<file path="src/rtl/snd_mailbox_pkg.sv">
`default_nettype none
// ============================================================================
// Module   : snd_mailbox_pkg
// Brief    : Shared width helpers and NMI priority encoding for snd_mailbox.
// Revision : 1.0
// ============================================================================
package snd_mailbox_pkg;

    // Highest-priority cause wins in a given cycle; NMI_HOLD keeps the state.
    typedef enum logic [1:0] {
        NMI_HOLD      = 2'd0,
        NMI_SET_WR    = 2'd1,
        NMI_SET_REARM = 2'd2,
        NMI_CLR_ACK   = 2'd3
    } nmi_prio_e;

    function automatic int clog2_depth(input int depth);
        return (depth < 2) ? 1 : $clog2(depth);
    endfunction

    function automatic int ptr_width(input int depth);
        return clog2_depth(depth);
    endfunction

    function automatic int cnt_width(input int depth);
        return $clog2(depth + 1);
    endfunction

endpackage
`default_nettype wire

</file>
<file path="src/rtl/mailbox_fifo.sv">
`default_nettype none
// ============================================================================
// Module   : mailbox_fifo
// Brief    : Circular command buffer with registered head output, occupancy
//            count and sticky overflow flag.
// Revision : 1.0
// ============================================================================
module mailbox_fifo
    import snd_mailbox_pkg::*;
#(
    parameter int DEPTH = 4,
    parameter int DW    = 8
) (
    input  logic                          clk_sys,
    input  logic                          reset,
    input  logic                          clr,
    input  logic                          wr,
    input  logic [DW-1:0]                 din,
    input  logic                          rd,
    output logic [DW-1:0]                 dout,
    output logic                          full,
    output logic                          empty,
    output logic                          overflow,
    output logic [cnt_width(DEPTH)-1:0]   count,
    output logic                          wr_accept,
    output logic                          rd_accept
);

    localparam int c_PW = ptr_width(DEPTH);
    localparam int c_CW = cnt_width(DEPTH);
    localparam logic [c_CW-1:0] c_FULL = c_CW'(DEPTH);
    localparam logic [c_CW-1:0] c_ONE  = c_CW'(1);

    logic [DW-1:0]   r_mem [DEPTH];
    logic [c_PW-1:0] r_wr_ptr;
    logic [c_PW-1:0] r_rd_ptr;
    logic [c_CW-1:0] r_count;
    logic [DW-1:0]   r_dout;
    logic            r_ovf;

    logic [c_PW-1:0] w_rd_ptr_inc;
    logic [DW-1:0]   w_dout_nxt;
    logic            w_wr_acc;
    logic            w_rd_acc;
    logic            w_drop;

    always_comb begin
        w_rd_acc     = rd && (r_count != '0) && !clr;
        w_wr_acc     = wr && ((r_count != c_FULL) || w_rd_acc) && !clr;
        w_drop       = wr && !w_wr_acc && !clr;
        w_rd_ptr_inc = r_rd_ptr + c_PW'(1);
        w_dout_nxt   = r_dout;
        // With one entry left, a pop exposes the slot being written this cycle.
        if (w_rd_acc) begin
            if (r_count > c_ONE) begin
                w_dout_nxt = r_mem[w_rd_ptr_inc];
            end else if (w_wr_acc) begin
                w_dout_nxt = din;
            end
        end else if (w_wr_acc && (r_count == '0)) begin
            w_dout_nxt = din;
        end
    end

    always_ff @(posedge clk_sys) begin
        if (w_wr_acc) begin
            r_mem[r_wr_ptr] <= din;
        end
    end

    always_ff @(posedge clk_sys or posedge reset) begin
        if (reset) begin
            r_wr_ptr <= '0;
            r_rd_ptr <= '0;
            r_count  <= '0;
            r_dout   <= '0;
            r_ovf    <= 1'b0;
        end else if (clr) begin
            r_wr_ptr <= '0;
            r_rd_ptr <= '0;
            r_count  <= '0;
            r_ovf    <= 1'b0;
        end else begin
            r_dout <= w_dout_nxt;
            if (w_wr_acc) begin
                r_wr_ptr <= r_wr_ptr + c_PW'(1);
            end
            if (w_rd_acc) begin
                r_rd_ptr <= w_rd_ptr_inc;
            end
            if (w_wr_acc && !w_rd_acc) begin
                r_count <= r_count + c_ONE;
            end else if (w_rd_acc && !w_wr_acc) begin
                r_count <= r_count - c_ONE;
            end
            if (w_drop) begin
                r_ovf <= 1'b1;
            end
        end
    end

    assign dout      = r_dout;
    assign full      = (r_count == c_FULL);
    assign empty     = (r_count == '0);
    assign overflow  = r_ovf;
    assign count     = r_count;
    assign wr_accept = w_wr_acc;
    assign rd_accept = w_rd_acc;

endmodule
`default_nettype wire

</file>
<file path="src/rtl/snd_mailbox.sv">
`default_nettype none
// ============================================================================
// Module   : snd_mailbox
// Brief    : Main-CPU to sound-CPU command mailbox with NMI request and
//            optional reply latch (enabled by SND_MAILBOX_REPLY_EN).
// Revision : 1.0
// ============================================================================
module snd_mailbox
    import snd_mailbox_pkg::*;
#(
    parameter int DEPTH     = 4,
    parameter int DW        = 8,
    parameter int NMI_REARM = 1
) (
    input  logic                          clk_sys,
    input  logic                          reset,
    input  logic                          clr,
    input  logic                          m_wr,
    input  logic [DW-1:0]                 m_din,
    output logic                          m_full,
    output logic                          overflow,
    input  logic                          s_rd,
    output logic [DW-1:0]                 s_dout,
    output logic                          s_empty,
    output logic                          s_nmi,
    input  logic                          s_int_ack,
`ifdef SND_MAILBOX_REPLY_EN
    input  logic                          r_wr,
    input  logic [DW-1:0]                 r_din,
    input  logic                          m_rd,
    output logic [DW-1:0]                 m_rdata,
    output logic                          m_reply_valid,
`endif
    output logic [cnt_width(DEPTH)-1:0]   count
);

    localparam int c_CW = cnt_width(DEPTH);

    logic            w_wr_acc;
    logic            w_rd_acc;
    logic [c_CW-1:0] w_count;
    nmi_prio_e       w_nmi_cause;
    logic            r_nmi;

    mailbox_fifo #(
        .DEPTH (DEPTH),
        .DW    (DW)
    ) u_fifo (
        .clk_sys   (clk_sys),
        .reset     (reset),
        .clr       (clr),
        .wr        (m_wr),
        .din       (m_din),
        .rd        (s_rd),
        .dout      (s_dout),
        .full      (m_full),
        .empty     (s_empty),
        .overflow  (overflow),
        .count     (w_count),
        .wr_accept (w_wr_acc),
        .rd_accept (w_rd_acc)
    );

    // A pop without a write leaves entries behind only if two or more were held.
    always_comb begin
        w_nmi_cause = NMI_HOLD;
        if (w_wr_acc) begin
            w_nmi_cause = NMI_SET_WR;
        end else if ((NMI_REARM != 0) && w_rd_acc && (w_count > c_CW'(1))) begin
            w_nmi_cause = NMI_SET_REARM;
        end else if (s_int_ack) begin
            w_nmi_cause = NMI_CLR_ACK;
        end
    end

    always_ff @(posedge clk_sys or posedge reset) begin
        if (reset) begin
            r_nmi <= 1'b0;
        end else if (clr) begin
            r_nmi <= 1'b0;
        end else begin
            case (w_nmi_cause)
                NMI_SET_WR,
                NMI_SET_REARM: r_nmi <= 1'b1;
                NMI_CLR_ACK:   r_nmi <= 1'b0;
                default:       r_nmi <= r_nmi;
            endcase
        end
    end

    assign s_nmi = r_nmi;
    assign count = w_count;

`ifdef SND_MAILBOX_REPLY_EN
    logic [DW-1:0] r_rdata;
    logic          r_valid;

    always_ff @(posedge clk_sys or posedge reset) begin
        if (reset) begin
            r_rdata <= '0;
            r_valid <= 1'b0;
        end else if (r_wr) begin
            r_rdata <= r_din;
            r_valid <= 1'b1;
        end else if (m_rd) begin
            r_valid <= 1'b0;
        end
    end

    assign m_rdata       = r_rdata;
    assign m_reply_valid = r_valid;
`endif

endmodule
`default_nettype wire

</file>
<file path="config.mk">
export PLATFORM = sky130hd
export DESIGN_NAME = snd_mailbox
export DESIGN_NICKNAME = d
export VERILOG_FILES = /design/src/rtl/snd_mailbox_pkg.sv /design/src/rtl/mailbox_fifo.sv /design/src/rtl/snd_mailbox.sv
export SDC_FILE = /design/constraint.sdc
export NUM_CORES = 1
export LEC_CHECK = 0
export ABC_AREA = 1
export CORE_MARGIN = 4
export CORE_UTILIZATION = 50
export CTS_BUF_LIST = sky130_fd_sc_hd__clkbuf_8
export CTS_CLUSTER_DIAMETER = 30
export DETAILED_ROUTE_END_ITERATION = 12
export GPL_TIMING_DRIVEN = 0
export MAX_ROUTING_LAYER = met4
export PLACE_DENSITY = 0.73
export SYNTH_ARGS = -nofsm -noshare
export SYNTH_HDL_FRONTEND = slang
export SYNTH_SLANG_ARGS = --single-unit
</file>
<file path="constraint.sdc">
create_clock -name clk_sys -period 5.5 [get_ports clk_sys]
set_input_delay 1.1 -clock clk_sys [delete_from_list [all_inputs] [get_ports clk_sys]]
set_output_delay 1.1 -clock clk_sys [all_outputs]
set_load 0.02 [all_outputs]
</file>
==> impl_results.md <==
* Routed wire length per instance at roughly 13 um
* RSZ-0062 raised after global routing: no
* Synth Cell Area at 2350 sq um
* Crit path time final at around 3000 ps
* Initial antenna violation count at 0
* Fmax at 0.334 GHz
* Clock sink count at between 40 and 50
* Buf/Inv on CP at 3
* WS Path Type: reg -> out
* Post-Syn Instances at 249
* IO buf count at 28
* P_leak at 0.00130 uW
* Antenna Cells at 0
* Num rows at 24
* Dpl ws at about 2200 ps
* Sum Neg Setup Slack at 0 ps
* Worst skew pair latency at between 300 and 400 ps
* Crit path DAT at 1890 ps
* Worst path max stage delay at between 600 and 700 ps
* Clk_skew at 7.91 ps
* TritonCTS clock tree: done
* First-pass GRT wire length at approximately 8 mm
* Final ANT Viol Nets at 0
* Max Buffers Root-to-Sink at 2
* HP Class: reg -> reg
* DIE AREA at 5860 sq um
* CTS clk-pin slew, worst paths at ~90 ps
* Seq cells post-synth at 49
* Layout cells sized above 1 at 7.37%
* Post-cts sizing count at 0
* Die Y at around 77 um
* Placeable Area at between 4000 and 5000 sq um
* Min-Delay Startpoint: u_fifo.dout[5]
* Crit path cell chain: inv_1, ha_1, nand2_1, inv_1, clkdlybuf4s50_1
* Crit path top cell by count: inv_1
* Slew Viols, Final at 0
* Count of cell types in the netlist at 26
* IO Count at 29
* H-tree levels at 2
* Post-synth EDFFs at 32
* Die Width at 76.6 um
* Post-synthesis sequential area ratio at 59.0%
* CP max-delay cell: clkdlybuf4s50_1
* Maximum capacitance violations at 0
* Leading area contributor after synthesis: edfxtp_1
* Most used flip-flop cell after synthesis: edfxtp_1
* Top delay family on crit path: buffers and inverters
* Final hold vios at 0
* Status: complete, no violations
* All-Layer GR Usage at ~17%
* Pin count of the biggest net entering global routing at 18
* Postcts setup bufs at 0
* Cell Pwr Density at 401 nW/um^2
* Syn_area_per_cell at 9.44 sq um
* Drt total wl at 4.45 mm
* Crit path from: u_fifo.count[0]
* Top cells by area, synth: edfxtp_1 (41%), nand2_1 (19%), dfrtp_1 (18%)
* DR vias at 1688
* CP startpoint kind: flop
* Starting Density at 52.9%
* Top-count cell post-synth: nand2_1
* Required @ worst endpoint at between 4000 and 5000 ps
* Vias in the first global route at between 1500 and 2000
* Normalized max-slew margin at 47.1%
* CTS buffer count at 5
* Grt total ovfl at 0
* # nets final at slightly above 300
* Synth Warn # at 0
* Gpl congestion at 0.802
* CP Capture Type: output port
* Async S/R FF share, synth at 34.7%
* Final setup margin at 2510 ps
* Residual DRC at 0
* Initial DRT Pass Iterations at 4
* Synth Net Count at 272
* Iteration-0 DRC Markers at 70
* Synth top cells by count: nand2_1 (120), edfxtp_1 (32), inv_1 (21)
* Worst Path Max Fanout at 6
* Post-synth top area share at 40.9%
* Worst VDD drop at 0.277 mV
* P&R area growth vs syn at 19.4%
* Vias/cell at 5.01
* Clock root buffer: clkbuf_8
* Post-CTS Hold Buffers at 0
* Period utilisation layout at a little over half
* Worst Max-Slew Pin Slew at 791 ps
* Setup violations, final at 0
* Dpl hpwl at ~3.2 mm
* Reg2Reg Launch Point: u_fifo.count[0]
-- through the flow --
step	total power (uW)	area [sq um]	hold WS (ps)	utilization, %	instances
after global placement	873	2700	462	60.6	329
after floorplan	732	2350	513	-	249
after detailed placement	880	2700	464	60.6	329
after global routing	1190	2810	507	63.1	337
final	1120	2810	482	63.1	337
after CTS	1130	2810	488	63.1	337
-- cell type report --
cell class	instances	area, sq um
timing repair buffer	28	280
sequential	49	1390
inverter	26	103
tap	52	65.1
clock inverter	3	41.3
fill	375	1640
buffer	2	16.3
multi-input combinational	172	845
clock buffer	5	68.8
-- cells in the final DEF, fill, tap and decap left out, types with 5 or more instances in the layout --
| master | instances |
|---|---|
| clkbuf_8 | 5 |
| clkdlybuf4s50_1 | 28 |
| dfrtp_1 | 17 |
| edfxtp_1 | 32 |
| ha_1 | 9 |
| inv_1 | 21 |
| nand2_1 | 120 |
| nand3_1 | 7 |
| nor2_1 | 11 |
| o21ai_0 | 7 |
-- registers in the layout, summed over array words and instances (netlist names) --
name,count
u_fifo.r_mem,32
u_fifo.count,3
u_fifo.overflow,1
u_fifo.r_rd_ptr,2
s_nmi,1
u_fifo.r_wr_ptr,2
u_fifo.dout,8
-- layer usage --
metal | vias to the layer above | routed length (um) | GRT usage [%]
met5 | - | 0 | -
met4 | 0 | 85 | 5.62
met3 | 9 | 185 | 4.14
met2 | 34 | 2150 | 28.0
met1 | 782 | 2030 | 21.5
li1 | 863 | - | -
-- logic make-up (layout without fill, tap and decap cells) --
| logic type | count (synthesis) | in the layout | synth area share (%) |
|---|---|---|---|
| AOI/OAI and AO/OA | 14 | 14 | 3.73 |
| adders and majority gates | 9 | 9 | 4.79 |
| and+or+nand+nor | 147 | 147 | 26.7 |
| xor gates and xnor gates | 2 | 2 | 0.746 |
| DFF | 49 | 49 | 59.0 |
| buffers and inverters | 28 | 64 | 5.06 |
-- report_power, final --
part / switching (uW) / leakage (uW) / total, uW / internal [uW]
Combinational: 239 / 0.000736 / 399 / 159
Sequential: 28.8 / 0.000509 / 471 / 442
Clock: 121 / 0.0000518 / 254 / 134
Total: 389 / 0.00130 / 1120 / 735
-- worst paths after layout --
| kind | to | cells after the start | slack, ps |
|---|---|---|---|
| worst min register to register | u_fifo.dout[5] | 2 | 480 |
| min in group asynchronous | u_fifo.dout[1] | 2 | 1170 |
| worst min-delay path | u_fifo.dout[5] | 2 | 480 |
| worst max register to register | u_fifo.r_mem[0][2] | 7 | 3200 |
| worst max-delay path | m_full | 5 | 2510 |
| max in group asynchronous | u_fifo.r_wr_ptr[0] | 2 | 3920 |
-- worst reg2reg max path: stages, from the launching register on --
cell and delay [ps]:
dfrtp_1 430, inv_1 100, ha_1 260, nand2_4 120
nand3_4 100, nand2_1 130, nand3_2 140, nor2_1 640
(Power assumes the default switching activity.)
